### src/rtl/regfile_wb_arbiter.sv
// Write-back arbiter: three valid/ready producers share the register-file write port, round-robin.
// Optional macro WB_ARB_FWD_EN adds a combinational forwarding path from the registered write.
module regfile_wb_arbiter #(
    parameter int DATA_W = 32,
    parameter int ADDR_W = 5,
    parameter int CNT_W  = 16
) (
    input  logic              clk,
    input  logic              rst_n,
    input  logic              src0_valid_i,
    input  logic              src1_valid_i,
    input  logic              src2_valid_i,
    output logic              src0_ready_o,
    output logic              src1_ready_o,
    output logic              src2_ready_o,
    input  logic [ADDR_W-1:0] src0_rd_i,
    input  logic [ADDR_W-1:0] src1_rd_i,
    input  logic [ADDR_W-1:0] src2_rd_i,
    input  logic [DATA_W-1:0] src0_dat_i,
    input  logic [DATA_W-1:0] src1_dat_i,
    input  logic [DATA_W-1:0] src2_dat_i,
`ifdef WB_ARB_FWD_EN
    input  logic [ADDR_W-1:0] fwd_rs1_i,
    input  logic [ADDR_W-1:0] fwd_rs2_i,
    output logic              fwd_rs1_hit_o,
    output logic              fwd_rs2_hit_o,
    output logic [DATA_W-1:0] fwd_dat_o,
`endif
    output logic [ADDR_W-1:0] reg_des_o,
    output logic [DATA_W-1:0] reg_des_dat_o,
    output logic              wr_en_o,
    output logic [CNT_W-1:0]  conflict_cnt_o
);

    // Handshake: a source transfers on a rising edge where its valid and ready are both high;
    // valid never depends on ready, and rd/data stay stable until ready.
    logic [1:0]        ptr_q, ptr_d;
    logic [2:0]        valid, gnt;
    logic [1:0]        gnt_idx;
    logic              gnt_any;
    logic [ADDR_W-1:0] sel_rd;
    logic [DATA_W-1:0] sel_dat;
    logic [ADDR_W-1:0] reg_des_q;
    logic [DATA_W-1:0] reg_des_dat_q;
    logic              wr_en_q;
    logic [CNT_W-1:0]  cnt_q, cnt_d;
    logic              multi;

    assign valid = {src2_valid_i, src1_valid_i, src0_valid_i};

    always_comb begin
        gnt     = '0;
        gnt_idx = ptr_q;
        gnt_any = 1'b0;
        for (int k = 0; k < 3; k++) begin
            int s;
            s = int'(ptr_q) + k;
            if (s >= 3) s = s - 3;
            if (!gnt_any && valid[s]) begin
                gnt_any = 1'b1;
                gnt_idx = 2'(s);
                gnt[s]  = 1'b1;
            end
        end
    end

    // Readies are masked while reset is asserted so nothing is accepted.
    assign src0_ready_o = gnt[0] & rst_n;
    assign src1_ready_o = gnt[1] & rst_n;
    assign src2_ready_o = gnt[2] & rst_n;

    always_comb begin
        sel_rd  = src0_rd_i;
        sel_dat = src0_dat_i;
        case (gnt_idx)
            2'd1: begin
                sel_rd  = src1_rd_i;
                sel_dat = src1_dat_i;
            end
            2'd2: begin
                sel_rd  = src2_rd_i;
                sel_dat = src2_dat_i;
            end
            default: begin
                sel_rd  = src0_rd_i;
                sel_dat = src0_dat_i;
            end
        endcase
    end

    always_comb begin
        ptr_d = ptr_q;
        if (gnt_any) ptr_d = (gnt_idx == 2'd2) ? 2'd0 : gnt_idx + 2'd1;
    end

    assign multi = (src0_valid_i & src1_valid_i) | (src0_valid_i & src2_valid_i)
                 | (src1_valid_i & src2_valid_i);

    always_comb begin
        cnt_d = cnt_q;
        if (multi && (cnt_q != {CNT_W{1'b1}})) cnt_d = cnt_q + 1'b1;
    end

    always_ff @(posedge clk or negedge rst_n) begin
        if (!rst_n) begin
            ptr_q         <= 2'd0;
            reg_des_q     <= '0;
            reg_des_dat_q <= '0;
            wr_en_q       <= 1'b0;
            cnt_q         <= '0;
        end else begin
            ptr_q <= ptr_d;
            cnt_q <= cnt_d;
            if (gnt_any) begin
                reg_des_q     <= sel_rd;
                reg_des_dat_q <= sel_dat;
                // x0 writes are accepted but never reach the register file.
                wr_en_q       <= (sel_rd != '0);
            end else begin
                wr_en_q <= 1'b0;
            end
        end
    end

    assign reg_des_o      = reg_des_q;
    assign reg_des_dat_o  = reg_des_dat_q;
    assign wr_en_o        = wr_en_q;
    assign conflict_cnt_o = cnt_q;

`ifdef WB_ARB_FWD_EN
    assign fwd_rs1_hit_o = wr_en_q && (fwd_rs1_i == reg_des_q) && (fwd_rs1_i != '0);
    assign fwd_rs2_hit_o = wr_en_q && (fwd_rs2_i == reg_des_q) && (fwd_rs2_i != '0);
    assign fwd_dat_o     = reg_des_dat_q;
`endif

endmodule

### config.mk
export PLATFORM = sky130hd
export DESIGN_NAME = regfile_wb_arbiter
export DESIGN_NICKNAME = d
export VERILOG_FILES = /design/src/rtl/regfile_wb_arbiter.sv
export SDC_FILE = /design/constraint.sdc
export NUM_CORES = 1
export LEC_CHECK = 0
export CAP_MARGIN = 5
export CORE_ASPECT_RATIO = 1.4
export CORE_MARGIN = 2
export CORE_UTILIZATION = 41
export DETAILED_ROUTE_END_ITERATION = 10
export PLACE_DENSITY = 0.81
export SYNTH_ARGS = -nofsm -noshare
export SYNTH_HDL_FRONTEND = slang
export SYNTH_SLANG_ARGS = --single-unit
### constraint.sdc
create_clock -name clk -period 3.6 [get_ports clk]
set_input_delay 1.08 -clock clk [delete_from_list [all_inputs] [get_ports clk]]
set_output_delay 1.08 -clock clk [all_outputs]
set_load 0.01 [all_outputs]
==> flow_summary.toml <==
[placement]
finalWeightedCongestion = 0.7937
dp_hpwl_mm = 7.960
io_buffers = 172
dp.cells = 630

[cts]
root_buffer = "clkbuf_16"
cts_tree = "done"
clockBufferDepth = 2
cts-htree-levels = 2
cts_made_buffers = 5
clk_pin_slew_ps = 70
clk_latency_ps = 300
cts_sinks = 56
hold_buffers = 0

[timing]
fin_crit_sh_pct = 99.70
rsz0062_at_grt = "yes"
fmax_ghz = 0.2786
fin_setup_tns_ps = 0
whs_ps = 498.0
setup_violations = 0
finalHoldViolations = 0
slew_headroom_pct = 65.37
slew_violations = 0
worst_pin_slew_ps = 516.0
fin_crit_ps = 3589
fin_skew_ps = 6.921

[setup_path]
worst_r2r_path_depth = 14
worst_ep_required_time_ps = 2520
crit_family = "buffers and inverters"
crit_buf_inv = 3
crit_fanout = 6
worst_ep_arrival_time_ps = 2510
worst-path-stages = 8
crit_slowest_cell = "dlygate4sd2_1"
endpoint_kind = "output pin"
slowest_delay_ps = 300
cp_cell_sequence = "dlygate4sd2_1 > mux2i_2 > nor2_1 > nor2b_2 > buf_4 > nand3_1 > a21boi_1 > clkdlybuf4s15_2"
startpoint_type = "primary input"
worstSetupPathType = "in -> out"

[grt]
grt_overflow = 0
grtUsageTotal_pct = 22.21
antenna_found_initial = 0
grt_max_degree = 41
grt_pass1_wl_mm = 16.21
grt_pass1_vias = 3510

[synthesis]
synth_area_sq_um = 3546
synth_async_sr_flop_share_pct = 100.0
syn_avg_cell_area_sq_um = 10.13
ys.flop_type = "dfrtp_1"
yosysWarnings = 0
synth-edff-count = 0
ys_types = 42
synth_sequential_area_ratio_pct = 39.52
synth_cells = 350
synthesis.nets = 475
synth-seq-cells = 56

[floorplan]
die_h_um = 114.0
core_area_sq_um = 8508
start_util_pct = 41.68
die_x_um = 82.60
rows = 40
die-area_sq_um = 9419
pin_count = 173

[min_path]
min_path_type = "reg -> reg"
hold_depth = 1

[cells_and_area]
diodes = 0
drive_gt1_share_pct = 17.79
final_common_cell = "clkdlybuf4s50_1"
fin_nets = 658
area_growth_pct = 58.82
seqCellArea_sq_um = 1401
multi_input_area_sq_um = 1967
fillCellCount = 735
final_cell_mix = "clkdlybuf4s50_1, dfrtp_1, nor2_1"
layoutNonFillerInstCount = 639

[pwr]
power_uw = 6823
powerDensity_nw_per_um2 = 1211
ir_worst_vdd_v = 0.0008168
power.leakage_uw = 0.002466

[route]
avgViaCountPerCell = 5.379
drc = 0
drt-pass1-iter-count = 4
num_vias = 3437
finalWirelength_mm = 10.44
wire_per_inst_um = 16.33
drtIter0Drc = 119
drt.antenna.violating_nets = 0

[outcome]
status = "finished, final reports clean"

[flow_run]
maxCapViolCount = 0
==> layer usage <==
layer  routed length (um)  track usage, %
met1                 4038           25.05
met2                 5579           40.97
met3                  627           4.747
met4                  194           6.230
met5                    0               0
==> repair_timing <==
action                     4_1_cts  5_1_grt
pin swaps                        1        4
resized for setup               13       13
buffers inserted                 1        0
setup endpoints to repair       39       34
==> worst register-to-register path, delay by kind of cell (launching register included) <==
kind            cells  cell delay (ps)
compound gates      4              730
simple gates        3              590
flops               1              410
buf+inv             4              700
fa+ha+maj           2              480
mux                 1              260
==> area by class of cell <==
class                   count  area share [%]
clock buffers               5           2.222
clock inverters             3          0.4888
inverters                   9          0.5999
multi-input cells         258           34.93
flip-flops and latches     56           24.88
well taps                 105           2.333
repair buffers            203           34.55
==> sequential cells by signal, indices dropped and copies added, names as in the netlist <==
| register | cells |
|---|---|
| conflict_cnt_o | 16 |
| ptr_q | 2 |
| reg_des_dat_o | 32 |
| reg_des_o | 5 |
| wr_en_o | 1 |
==> logic make-up after synthesis <==
kind of cell	count (synthesis)	share of synthesized area, %
AO/OA/AOI/OAI	104	18.56
buffers and inverters	36	6.104
adder cells (fa/ha/maj)	10	3.458
flip-flops	56	39.52
AND/OR/NAND/NOR	87	11.12
multiplexers	45	18.28
XOR/XNOR	12	2.964
==> cells in the mapped netlist (2+ instances only) <==
| library cell | number | area, sq um |
|---|---|---|
| a21boi_0 | 4 | 30.03 |
| a21oi_1 | 43 | 215.2 |
| a22oi_1 | 38 | 285.3 |
| a31oi_1 | 5 | 31.28 |
| and3_1 | 3 | 18.77 |
| and4_1 | 2 | 17.52 |
| buf_1 | 6 | 22.52 |
| buf_12 | 4 | 80.08 |
| buf_6 | 2 | 22.52 |
| clkbuf_1 | 14 | 52.55 |
| dfrtp_1 | 56 | 1401 |
| ha_1 | 9 | 112.6 |
| inv_1 | 9 | 33.78 |
| mux2_2 | 2 | 22.52 |
| mux2_4 | 39 | 585.6 |
| mux2i_1 | 4 | 40.04 |
| nand2_1 | 14 | 52.55 |
| nand2b_1 | 5 | 31.28 |
| nand3_1 | 7 | 35.03 |
| nand4_1 | 2 | 12.51 |
| nor2_1 | 45 | 168.9 |
| nor3_1 | 3 | 15.01 |
| o21ai_0 | 4 | 20.02 |
| o22ai_1 | 2 | 12.51 |
| xnor2_1 | 4 | 35.03 |
| xor2_1 | 8 | 70.07 |
==> worst paths after layout <==
| check | from | endpoint | slack (ps) |
|---|---|---|---|
| worst max-delay path | src1_valid_i | src0_ready_o | 10 |
| worst min register to register | conflict_cnt_o[7] | conflict_cnt_o[7] | 500 |
| worst max register to register | ptr_q[1] | reg_des_dat_o[14] | 340 |
| min in group asynchronous | rst_n | ptr_q[1] | 850 |
| max in group asynchronous | rst_n | conflict_cnt_o[5] | 2440 |
| worst min-delay path | conflict_cnt_o[7] | conflict_cnt_o[7] | 500 |
==> stage by stage <==
stage | setup slack, ps | instance area [sq um] | util, %
finish | 10.65 | 5632 | 66.19
global route | -31.07 | 5632 | 66.19
CTS | 41.27 | 5619 | 66.04
detailed placement | -555.6 | 5453 | 64.09
global placement | -480.2 | 5453 | 64.09
floorplan | 93.37 | 3546 | -
==> power breakdown <==
part	total (uW)	internal (uW)	switching [uW]
sequential	1180	979	201
clock	504	265	239
combinational	5140	2910	2230
Note: power is estimated with default switching activity, not from simulation.
